File: src/rtl/vector_pkg.sv
// Shared definitions for the vector load/store pipes (ldp, stp).
package vector_pkg;

    localparam int VEC_VLEN_MAX = 64;
    localparam int VEC_REG_W    = 5;

    typedef enum logic [1:0] {
        IDLE  = 2'd0,
        ISSUE = 2'd1,
        DRAIN = 2'd2
    } ldp_state_t;

endpackage

File: src/rtl/ldp_addr_gen.sv
// Strided address accumulator for ldp: holds the current element address,
// counts issued elements and flags the last one.
module ldp_addr_gen
    import vector_pkg::*;
#(
    parameter int ADDR_W = 32,
    parameter int VL_W   = $clog2(VEC_VLEN_MAX) + 1
) (
    input  logic              clk,
    input  logic              reset,
    input  logic              load,
    input  logic [ADDR_W-1:0] base,
    input  logic [ADDR_W-1:0] stride,
    input  logic [VL_W-1:0]   vl,
    input  logic              advance,
    output logic [ADDR_W-1:0] addr,
    output logic              last
);

    logic [ADDR_W-1:0] addr_q, addr_d;
    logic [ADDR_W-1:0] stride_q, stride_d;
    logic [VL_W-1:0]   cnt_q, cnt_d;

    always_comb begin
        // NOTE: each _d starts from its held value so no branch can leave it unassigned and infer a latch.
        addr_d   = addr_q;
        stride_d = stride_q;
        cnt_d    = cnt_q;
        if (load) begin
            addr_d   = base;
            stride_d = stride;
            cnt_d    = '0;
        end else if (advance) begin
            addr_d = addr_q + stride_q;
            cnt_d  = cnt_q + VL_W'(1);
        end
    end

    always_ff @(posedge clk or posedge reset) begin
        // NOTE: non-blocking updates so every flop samples pre-edge values regardless of block order.
        if (reset) begin
            addr_q   <= '0;
            stride_q <= '0;
            cnt_q    <= '0;
        end else begin
            addr_q   <= addr_d;
            stride_q <= stride_d;
            cnt_q    <= cnt_d;
        end
    end

    assign addr = addr_q;
    assign last = (cnt_q == vl - VL_W'(1));

endmodule

File: src/rtl/ldp.sv
// Vector load pipe: issues one strided read per element, writes the in-order
// responses into the vector register file and pulses done on the last one.
module ldp
    import vector_pkg::*;
#(
    parameter int ADDR_W   = 32,
    parameter int DATA_W   = 64,
    parameter int VLEN_MAX = VEC_VLEN_MAX,
    parameter int REG_W    = VEC_REG_W,
    parameter int MAX_OUT  = 4,
    localparam int VL_W    = $clog2(VLEN_MAX) + 1,
    localparam int IDX_W   = $clog2(VLEN_MAX),
    localparam int OUT_W   = $clog2(MAX_OUT + 1)
) (
    input  logic              clk,
    input  logic              reset,
    input  logic              cmd_valid,
    output logic              cmd_ready,
    input  logic [ADDR_W-1:0] cmd_base,
    input  logic [ADDR_W-1:0] cmd_stride,
    input  logic [VL_W-1:0]   cmd_vl,
    input  logic [REG_W-1:0]  cmd_vd,
    output logic              mem_req_valid,
    input  logic              mem_req_ready,
    output logic [ADDR_W-1:0] mem_req_addr,
    input  logic              mem_rsp_valid,
    input  logic [DATA_W-1:0] mem_rsp_data,
    output logic              vrf_we,
    output logic [REG_W-1:0]  vrf_vd,
    output logic [IDX_W-1:0]  vrf_idx,
    output logic [DATA_W-1:0] vrf_data,
    output logic              done,
    output logic              busy,
    output logic              proto_err
);

    localparam logic [OUT_W-1:0] OUT_LIMIT = OUT_W'(MAX_OUT);

    ldp_state_t        state_q, state_d;
    logic [VL_W-1:0]   vl_q, vl_d;
    logic [REG_W-1:0]  vd_q, vd_d;
    logic [VL_W-1:0]   rsp_cnt_q, rsp_cnt_d;
    logic [OUT_W-1:0]  out_q, out_d;
    logic              vrf_we_q, vrf_we_d;
    logic [REG_W-1:0]  vrf_vd_q, vrf_vd_d;
    logic [IDX_W-1:0]  vrf_idx_q, vrf_idx_d;
    logic [DATA_W-1:0] vrf_data_q, vrf_data_d;
    logic              done_q, done_d;
    logic              proto_err_q, proto_err_d;

    logic load;
    logic req_hs;
    logic rsp_ok;
    logic last;

    assign cmd_ready     = (state_q == IDLE);
    assign mem_req_valid = (state_q == ISSUE) && (out_q < OUT_LIMIT);
    assign req_hs        = mem_req_valid && mem_req_ready;
    // A response with nothing outstanding is a protocol error and is dropped.
    assign rsp_ok        = mem_rsp_valid && (out_q != '0);
    assign load          = cmd_ready && cmd_valid && (cmd_vl != '0);

    ldp_addr_gen #(
        .ADDR_W (ADDR_W),
        .VL_W   (VL_W)
    ) u_addr_gen (
        .clk     (clk),
        .reset   (reset),
        .load    (load),
        .base    (cmd_base),
        .stride  (cmd_stride),
        .vl      (vl_q),
        .advance (req_hs),
        .addr    (mem_req_addr),
        .last    (last)
    );

    always_comb begin
        state_d     = state_q;
        vl_d        = vl_q;
        vd_d        = vd_q;
        rsp_cnt_d   = rsp_cnt_q;
        out_d       = out_q;
        vrf_we_d    = 1'b0;
        vrf_vd_d    = vrf_vd_q;
        vrf_idx_d   = vrf_idx_q;
        vrf_data_d  = vrf_data_q;
        done_d      = 1'b0;
        proto_err_d = proto_err_q | (mem_rsp_valid & ~rsp_ok);

        if (rsp_ok) begin
            vrf_we_d   = 1'b1;
            vrf_vd_d   = vd_q;
            vrf_idx_d  = rsp_cnt_q[IDX_W-1:0];
            vrf_data_d = mem_rsp_data;
            rsp_cnt_d  = rsp_cnt_q + VL_W'(1);
            done_d     = (rsp_cnt_q + VL_W'(1)) == vl_q;
        end

        if (req_hs && !rsp_ok) begin
            out_d = out_q + OUT_W'(1);
        end else if (!req_hs && rsp_ok) begin
            out_d = out_q - OUT_W'(1);
        end

        case (state_q)
            IDLE: begin
                if (cmd_valid) begin
                    if (cmd_vl == '0) begin
                        done_d = 1'b1;
                    end else begin
                        vl_d      = cmd_vl;
                        vd_d      = cmd_vd;
                        rsp_cnt_d = '0;
                        state_d   = ISSUE;
                    end
                end
            end
            ISSUE: begin
                if (req_hs && last) begin
                    state_d = DRAIN;
                end
            end
            DRAIN: begin
                if (rsp_cnt_q == vl_q) begin
                    state_d = IDLE;
                end
            end
            default: state_d = IDLE;
        endcase
    end

    always_ff @(posedge clk or posedge reset) begin
        if (reset) begin
            state_q     <= IDLE;
            vl_q        <= '0;
            vd_q        <= '0;
            rsp_cnt_q   <= '0;
            out_q       <= '0;
            vrf_we_q    <= 1'b0;
            vrf_vd_q    <= '0;
            vrf_idx_q   <= '0;
            vrf_data_q  <= '0;
            done_q      <= 1'b0;
            proto_err_q <= 1'b0;
        end else begin
            state_q     <= state_d;
            vl_q        <= vl_d;
            vd_q        <= vd_d;
            rsp_cnt_q   <= rsp_cnt_d;
            out_q       <= out_d;
            vrf_we_q    <= vrf_we_d;
            vrf_vd_q    <= vrf_vd_d;
            vrf_idx_q   <= vrf_idx_d;
            vrf_data_q  <= vrf_data_d;
            done_q      <= done_d;
            proto_err_q <= proto_err_d;
        end
    end

    assign vrf_we    = vrf_we_q;
    assign vrf_vd    = vrf_vd_q;
    assign vrf_idx   = vrf_idx_q;
    assign vrf_data  = vrf_data_q;
    assign done      = done_q;
    assign proto_err = proto_err_q;
    assign busy      = (state_q != IDLE) || vrf_we_q;

endmodule

File: config.mk
export PLATFORM = sky130hd
export DESIGN_NAME = ldp
export DESIGN_NICKNAME = d
export VERILOG_FILES = /design/src/rtl/vector_pkg.sv /design/src/rtl/ldp_addr_gen.sv /design/src/rtl/ldp.sv
export SDC_FILE = /design/constraint.sdc
export NUM_CORES = 1
export LEC_CHECK = 0
export CORE_UTILIZATION = 35
export DETAILED_ROUTE_END_ITERATION = 10
export PLACE_DENSITY = 0.64
export SYNTH_ARGS = -nofsm -noshare
export SYNTH_HDL_FRONTEND = slang
export SYNTH_SLANG_ARGS = --single-unit
File: constraint.sdc
create_clock -name clk -period 6.83 [get_ports clk]
set_clock_uncertainty 0.2 [all_clocks]
set_input_delay 1.366 -clock clk [delete_from_list [all_inputs] [get_ports clk]]
set_output_delay 1.366 -clock clk [all_outputs]
set_load 0.05 [all_outputs]
==> results.toml, run 1 <==
[clock_network]
cts_hold_buf = 0
postCtsSetupBuffers = 0
cts_inserted_buffers = 17
cts_sinks = 173
clk_pin_slew_ps = 70
post_cts_resized = 0
clk_latency_ps = 430
clockBufferDepth = 2
cts_tree = "done"
cts_htree_levels = 4
root_buffer = "clkbuf_16"

[global_route]
use_met3_pct = 3.42
grtUsageTotal_pct = 19.7
grt_antenna_before_repair = 0
globalRouteMet2Util_pct = 32.1
grt_pass1_wl_um = 40700
grt_pass1_vias = 7641
grt_max_degree = 82
met1_usage_pct = 27.0
grt-ovfl-total = 0
grt.busiest_layer = "met2"

[synth]
postSynthAreaPerCell_um2 = 8.52
ys_types = 60
ys_seq_area_share_pct = 48.9
ys_top_cells_by_area = "dfrtp_1 (49%), nand2_1 (18%), ha_1 (4.9%)"
syn-instance-count = 1039
syn-num-nets = 1221
async_reset_ff_share_pct = 100
yosys_warnings = 0
netlist_area_um2 = 8850
synth_ff_type = "dfrtp_1"
ys_ff_latch = 173
synth_edf_count = 0
synthMostInstantiatedCell = "nand2_1"
yosys.area.top_type = "dfrtp_1"
synth_top_area_share_pct = 48.9
synth_common_cells = "nand2_1 (427), dfrtp_1 (173), a21oi_1 (53)"

[route]
drt.antenna.violating_nets = 0
dr_total_vias = 7833
via_per_inst = 4.88
firstDrtPassIters = 5
drtIter0Drc = 381
remaining_drc_errors = 0
wire_per_inst_um = 15.6
wl_um = 25100

[floorplanning]
coreArea_um2 = 24500
initial_core_util_pct = 36.1
io_pins = 258
die_h_um = 161
dieArea_um2 = 25900
die_x_um = 161
rows = 57

[cells_and_area]
layout-drive-gt1-share_pct = 4.76
finalNetCount = 1451
syn_to_final_growth_pct = 38.9
instances_no_fill = 1606
n_antenna_cell = 0

[sta]
max_freq_mhz = 268
slew_headroom_pct = 31.9
setup_viol = 0
setup_tns_ps = 0
hold_viol_final = 0
period_share_pct = 54.6
period_needed_ps = 3730
drv_slew = 0
tightestPinTransition_ps = 1020
grt_setup_unrepaired = "false"
fin_ws_ps = 3100

[worst_setup_path]
cp_slowest_cell = "clkdlybuf4s50_1"
cp-end-kind = "primary output"
startpoint = "state_q[1]$_DFFE_PP0P_"
rr_startpoint = "u_addr_gen.addr[0]$_DFFE_PP0P_"
r2r_cells = 10
cp.depth = 4
arrival_ps = 2160
path_max_fanout = 3
worstSetupPathType = "flip-flop to primary output"
cp_slowest_stage_delay_ps = 920
cp.required_ps = 5260
crit_chain = "inv_1 > nand2_1 > nor2_1 > clkdlybuf4s50_1"
cp-start-kind = "flip-flop"
crit_family = "buffers and inverters"
crit_end = "mem_req_valid"
reg2reg_to = "u_addr_gen.addr[30]$_DFFE_PP0P_"
r2r_setup_slack_ps = 3570
cp.buffers_inverters = 2

[placed_design]
dp_hpwl_um = 18000
dp.cells = 1574
io_buffers = 257
place_ws_ps = 2680
place.gp.congestion = 0.836

[outcome]
outcome = "complete, no violations"

[power_and_ir_drop]
p_per_area_nw_per_um2 = 547
ir_worst_vdd_uv = 276
p_leak_uw = 0.00576

[job]
cap_violations = 0

[worst_hold_path]
min_path_type = "flip-flop to flip-flop"
layout by cell type, fill, tap and decap left out, types with 5 or more instances in the layout:
cell and instances:
nand2_1 427, clkdlybuf4s50_1 257, dfrtp_1 173, a21oi_1 52, nor2_1 45, ha_1 35
xnor2_1 30, xor2_1 30, o21ai_0 29, a31oi_1 18, clkbuf_16 17, nor3_1 12
a21o_1 12, nand4_1 9, and3_1 9, inv_1 8, nand3_1 8, buf_4 8
a22oi_1 6, or3_1 6, o21a_1 5, inv_8 5
power by group:
group / total (uW) / leakage [uW] / switching (uW) / internal [uW]
clock: 962 / 0.000278 / 464 / 497
sequential: 1800 / 0.00214 / 349 / 1450
combinational: 3960 / 0.00334 / 2480 / 1490
total: 6730 / 0.00576 / 3290 / 3430
layout make-up:
cell class / instances / area, um2
fill: 2388 / 12200
multi-input combinational: 801 / 4290
tap: 324 / 405
sequential: 173 / 4330
clock inverter: 14 / 146
clock buffer: 18 / 439
inverter: 11 / 46.3
timing repair buffer: 265 / 2630
registers in the layout (all words and copies together), names as in the netlist, 5 cells and up:
| name | cells |
|---|---|
| u_addr_gen.addr | 32 |
| vrf_vd | 5 |
| rsp_cnt_q | 7 |
| vl_q | 7 |
| vrf_idx | 6 |
| u_addr_gen.cnt_q | 7 |
| vd_q | 5 |
| u_addr_gen.stride_q | 32 |
| vrf_data | 64 |
worst reg2reg max path, stage by stage (launching register included):
cell and delay (ps):
dfrtp_1 430, ha_1 270, fa_1 440, a211oi_1 330
nor2_1 120, a211o_1 370, o21ai_2 270, a211oi_2 140
nor2_1 250, o31a_1 190, o211ai_1 100
stage by stage:
step | cell area, um2 | total power (uW) | hold WS, ps | utilization [%]
after floorplan | 8850 | 4620 | 239 | -
after global placement | 11700 | 5740 | 250 | 47.7
after detailed placement | 11700 | 5780 | 247 | 47.7
after CTS | 12300 | 6780 | 266 | 50.1
after global routing | 12300 | 7230 | 289 | 50.1
final | 12300 | 6730 | 270 | 50.1
cells by family (layout without fill, tap and decap cells):
family / count (synthesis) / in the layout / synth area share, %
flip-flops: 173 / 173 / 48.9
AO/OA/AOI/OAI: 171 / 171 / 12.7
adder cells (fa/ha/maj): 37 / 37 / 5.40
multiplexers: 1 / 1 / 0.127
buffers and inverters: 65 / 308 / 2.77
AND/OR/NAND/NOR: 532 / 532 / 24.1
XOR/XNOR: 60 / 60 / 5.94
worst min-delay path by stage:
stage,cells after the start,end,startpoint
after detailed placement,1,proto_err$_DFF_PP0_,proto_err$_DFF_PP0_
after CTS,1,proto_err$_DFF_PP0_,proto_err$_DFF_PP0_
final,2,vrf_vd[2]$_DFFE_PP0P_,vd_q[2]$_DFFE_PP0P_
after floorplan,2,vrf_vd[0]$_DFFE_PP0P_,vd_q[0]$_DFFE_PP0P_
after global placement,1,proto_err$_DFF_PP0_,proto_err$_DFF_PP0_
after global routing,1,proto_err$_DFF_PP0_,proto_err$_DFF_PP0_
layer usage:
metal,part of all wire [%],vias up
met5,0,-
met4,1.3,0
met3,3.8,20
met2,49,163
met1,46,3737
li1,-,3913
(Power assumes the default switching activity.)
==> inputs of run 2 (changes only) <==
- clock period: 6.83 -> 3.6 ns (I/O delays scaled with it)
==> results.toml, run 2 (synthesis results as in run 1) <==
[power_and_ir_drop]
ir_worst_vdd_uv = 524
p_per_area_nw_per_um2 = 1030
p_leak_uw = 0.00584

[sta]
period_share_pct = 87.8
slew_headroom_pct = 50.2
tightestPinTransition_ps = 746
max_freq_mhz = 316
setup_viol = 0
period_needed_ps = 3160
hold_slack_ps = 269
grt_setup_unrepaired = "false"
setup_tns_ps = 0
hold_viol_final = 0
drv_slew = 0

[cells_and_area]
syn_to_final_growth_pct = 40.9
final_common_cell = "nand2_1"
nFillCells = 2302
n_antenna_cell = 0
mostFrequentLayoutCells = "nand2_1 (427), clkdlybuf4s50_1 (257), dfrtp_1 (173)"
finalNetCount = 1459
layout-drive-gt1-share_pct = 5.35
largest_reg_flops = 64

[worst_setup_path]
cp_common_cell = "a21oi_1"
cp-end-kind = "flip-flop"
worstSetupPathType = "flip-flop to flip-flop"
crit_family = "compound AO/OA/AOI/OAI gates"
crit_chain = "ha_1 > fa_1 > a211oi_1 > nor2_1 > a211o_1 > o21ai_2 > a21oi_1 > a31oi_1 > xor2_1 > a21oi_1"
cp_slowest_stage_delay_ps = 430
cp-start-kind = "flip-flop"
reg2reg_to = "u_addr_gen.addr[24]$_DFFE_PP0P_"
arrival_ps = 3260
cp.required_ps = 3700
cp_slowest_cell = "fa_1"
path_max_fanout = 4
cp.buffers_inverters = 0
r2r_cells = 10
rr_startpoint = "u_addr_gen.addr[0]$_DFFE_PP0P_"
r2r_setup_slack_ps = 440

[clock_network]
cts_htree_levels = 4
cts_hold_buf = 0
post_cts_resized = 0
clk_latency_ps = 430
clockBufferDepth = 2
clk_pin_slew_ps = 80
cts_sinks = 173
cts_inserted_buffers = 17
postCtsSetupBuffers = 0
cts_tree = "done"
root_buffer = "clkbuf_16"

[worst_hold_path]
hold_depth = 2
min_delay_worst_endpoint = "vrf_vd[0]$_DFFE_PP0P_"
min_from = "vd_q[0]$_DFFE_PP0P_"
min_path_type = "flip-flop to flip-flop"

[route]
drtIter0Drc = 514
wl_um = 25500
drt.antenna.violating_nets = 0
firstDrtPassIters = 4
via_per_inst = 4.82
remaining_drc_errors = 0
wire_per_inst_um = 15.8
dr_total_vias = 7787

[global_route]
grt_pass1_vias = 7778
grt_pass1_wl_um = 41100
grt_antenna_before_repair = 0
grt_max_degree = 69
grtUsageTotal_pct = 20.0
grt-ovfl-total = 0

[floorplanning]
dieArea_um2 = 25900
rows = 57
coreArea_um2 = 24500
initial_core_util_pct = 36.1
io_pins = 258
die_x_um = 161
die_h_um = 161

[placed_design]
dp_hpwl_um = 18600
io_buffers = 257
place.gp.congestion = 0.850

[job]
cap_violations = 0

[outcome]
outcome = "complete, no violations"
-- run 2: layout make-up --
class                   count  area [um2]  area share (%)
clock buffers              17         425            3.41
well taps                 324         405            3.25
inverters                  11        45.0           0.361
multi-input cells         801        4300            34.5
repair buffers            273        2770            22.2
clock inverters            15         191            1.54
flip-flops and latches    173        4330            34.7
-- run 2: how the worst max path moves through the flow --
| stage | startpoint | end | slack [ps] | cells past startpoint |
|---|---|---|---|---|
| after global placement | u_addr_gen.addr[0]$_DFFE_PP0P_ | u_addr_gen.addr[24]$_DFFE_PP0P_ | 550 | 10 |
| after global routing | u_addr_gen.addr[0]$_DFFE_PP0P_ | u_addr_gen.addr[30]$_DFFE_PP0P_ | 190 | 10 |
| final | u_addr_gen.addr[0]$_DFFE_PP0P_ | u_addr_gen.addr[24]$_DFFE_PP0P_ | 440 | 10 |
| after detailed placement | u_addr_gen.addr[0]$_DFFE_PP0P_ | u_addr_gen.addr[30]$_DFFE_PP0P_ | 490 | 10 |
| after floorplan | state_q[1]$_DFFE_PP0P_ | out_q[2]$_DFFE_PP0P_ | 440 | 12 |
| after CTS | u_addr_gen.addr[0]$_DFFE_PP0P_ | u_addr_gen.addr[30]$_DFFE_PP0P_ | 460 | 10 |
-- run 2: worst register-to-register path, cell delays in order, from the launching register on --
cell,delay [ps]
dfrtp_1,410
ha_1,260
fa_1,430
a211oi_1,330
nor2_1,110
a211o_1,360
o21ai_2,300
a21oi_1,150
a31oi_1,230
xor2_1,170
a21oi_1,80
-- run 2: per-stage QoR --
stage	setup slack (ps)	utilization [%]	power, uW	area [um2]	instances
after floorplan	440	-	8770	8850	1039
after global placement	552	48.3	10900	11800	1582
after detailed placement	494	48.3	11000	11800	1582
after CTS	462	50.8	13000	12500	1614
after global routing	190	50.8	13800	12500	1614
final	440	50.8	12900	12500	1614
-- run 2: layer usage --
layer	vias up	track usage (%)	wire [um]
met4	0	5.70	475
li1	3927	-	-
met1	3668	26.7	11600
met5	-	0	0
met2	158	33.3	12600
met3	34	3.49	873
-- run 2: report_power, final --
part | switching (uW) | internal, uW
clock network | 935 | 946
registers | 648 | 2750
logic | 4740 | 2860
total | 6330 | 6560
==> inputs of run 3 (changes only) <==
- CELL_PAD_IN_SITES_DETAIL_PLACEMENT: unset -> 1
- CELL_PAD_IN_SITES_GLOBAL_PLACEMENT: unset -> 1
- MAX_ROUTING_LAYER: unset -> met4
- PLACE_DENSITY: 0.64 -> 0.83
==> results.toml, run 3 (synthesis results as in run 1) <==
[floorplanning]
die_h_um = 161
die_x_um = 161
rows = 57
coreArea_um2 = 24500
dieArea_um2 = 25900
io_pins = 258
initial_core_util_pct = 36.1

[sta]
setup_tns_ps = 0
tightestPinTransition_ps = 741
max_freq_mhz = 305
slew_headroom_pct = 50.5
grt_setup_unrepaired = "false"
period_needed_ps = 3280
hold_viol_final = 0
fin_ws_ps = 324
period_share_pct = 91.0
drv_slew = 0
setup_viol = 0

[worst_hold_path]
hold_depth = 1
min_delay_worst_endpoint = "proto_err$_DFF_PP0_"
min_path_type = "flip-flop to flip-flop"
min_from = "proto_err$_DFF_PP0_"

[clock_network]
clockBufferDepth = 2
postCtsSetupBuffers = 0
post_cts_resized = 0
cts_tree = "done"
cts_sinks = 173
cts_htree_levels = 4
clk_latency_ps = 430
cts_inserted_buffers = 17
clk_pin_slew_ps = 80
cts_hold_buf = 0
root_buffer = "clkbuf_16"

[route]
drtIter0Drc = 399
via_per_inst = 5.09
firstDrtPassIters = 4
dr_total_vias = 8221
wire_per_inst_um = 17.7
remaining_drc_errors = 0
wl_um = 28700
drt.antenna.violating_nets = 0

[global_route]
grt_max_degree = 61
grtUsageTotal_pct = 23.3
grt_pass1_wl_um = 46900
grt_pass1_vias = 8826
grt-ovfl-total = 0
grt_antenna_before_repair = 0

[worst_setup_path]
cp_slowest_stage_delay_ps = 450
rr_startpoint = "u_addr_gen.addr[0]$_DFFE_PP0P_"
path_max_fanout = 4
arrival_ps = 3360
reg2reg_to = "u_addr_gen.addr[30]$_DFFE_PP0P_"
crit_chain = "ha_1 > fa_1 > a211oi_1 > nor2_1 > a211o_1 > o21ai_2 > a211oi_2 > nor2_1 > o31a_1 > o211ai_1"
worstSetupPathType = "flip-flop to flip-flop"
cp-end-kind = "flip-flop"
cp_common_cell = "nor2_1"
r2r_cells = 10
cp_slowest_cell = "fa_1"
r2r_setup_slack_ps = 320
cp.required_ps = 3690
cp-start-kind = "flip-flop"

[power_and_ir_drop]
p_leak_uw = 0.00584
p_per_area_nw_per_um2 = 1060
ir_worst_vdd_uv = 519

[outcome]
outcome = "complete, no violations"

[cells_and_area]
mostFrequentLayoutCells = "nand2_1 (427), clkdlybuf4s50_1 (257), dfrtp_1 (173)"
finalNetCount = 1461
stdcell_area_um2 = 12500
final_common_cell = "nand2_1"
n_antenna_cell = 0
syn_to_final_growth_pct = 40.8
largest_reg_flops = 64
layout-drive-gt1-share_pct = 5.50

[placed_design]
place_ws_ps = 423
dp_hpwl_um = 21200
place_area_um2 = 11800
place.gp.congestion = 0.882
io_buffers = 257

[job]
cap_violations = 0
-- run 3: cell types whose count changed in the layout (fill, tap and decap cells not counted), sizes merged --
cell	before	now
clkinv	10	7
buf	16	18
bufinv	0	1
clkinvlp	1	2
inv	15	16
-- run 3: worst max-delay path, delay by kind of cell, from the launching register on --
family | cells | cell delay [ps]
AOI/OAI and AO/OA | 6 | 1470
adders and majority gates | 2 | 710
and+or+nand+nor | 2 | 340
DFF | 1 | 400
-- run 3: worst max path at each step --
| stage | from | endpoint | slack (ps) | cells past startpoint |
|---|---|---|---|---|
| 2_1_floorplan | state_q[1]$_DFFE_PP0P_ | out_q[2]$_DFFE_PP0P_ | 440 | 12 |
| 3_3_place_gp | cmd_vl[5] | u_addr_gen.addr[26]$_DFFE_PP0P_ | 540 | 8 |
| 3_5_place_dp | u_addr_gen.addr[0]$_DFFE_PP0P_ | u_addr_gen.addr[24]$_DFFE_PP0P_ | 420 | 10 |
| 4_1_cts | u_addr_gen.addr[0]$_DFFE_PP0P_ | u_addr_gen.addr[30]$_DFFE_PP0P_ | 370 | 10 |
| 5_1_grt | u_addr_gen.addr[0]$_DFFE_PP0P_ | u_addr_gen.addr[28]$_DFFE_PP0P_ | 200 | 10 |
| 6_report | u_addr_gen.addr[0]$_DFFE_PP0P_ | u_addr_gen.addr[30]$_DFFE_PP0P_ | 320 | 10 |
-- run 3: metal layers --
| metal | GRT usage (%) | part of all wire [%] | routed length [um] |
|---|---|---|---|
| met1 | 28.8 | 43 | 12300 |
| met2 | 39.8 | 52 | 15000 |
| met3 | 2.62 | 3.1 | 888 |
| met4 | 7.33 | 1.6 | 473 |
| met5 | - | 0 | 0 |
-- run 3: through the flow --
| step | total power, uW | instances | utilization, % | hold slack [ps] |
|---|---|---|---|---|
| 5_1_grt | 14100 | 1616 | 50.8 | 291 |
| 6_report | 13200 | 1616 | 50.8 | 265 |
| 3_3_place_gp | 11000 | 1584 | 48.2 | 246 |
| 3_5_place_dp | 11200 | 1584 | 48.2 | 256 |
| 4_1_cts | 13300 | 1616 | 50.8 | 271 |
| 2_1_floorplan | 8770 | 1039 | - | 239 |
-- run 3: layout make-up --
cell class / count / area [um2]
Sequential cell: 173 / 4330
Multi-Input combinational cell: 801 / 4290
Clock inverter: 15 / 199
Tap cell: 324 / 405
Timing Repair Buffer: 275 / 2760
Clock buffer: 17 / 425
Inverter: 11 / 45.0
Fill cell: 2862 / 12100
-- run 3: power breakdown --
group          total (uW)  leakage [uW]  switching [uW]  internal [uW]
Combinational        7800       0.00340            4930           2870
Sequential           3440       0.00214             690           2750
Clock                1950      0.000300             940           1010
Total               13200       0.00584            6560           6630
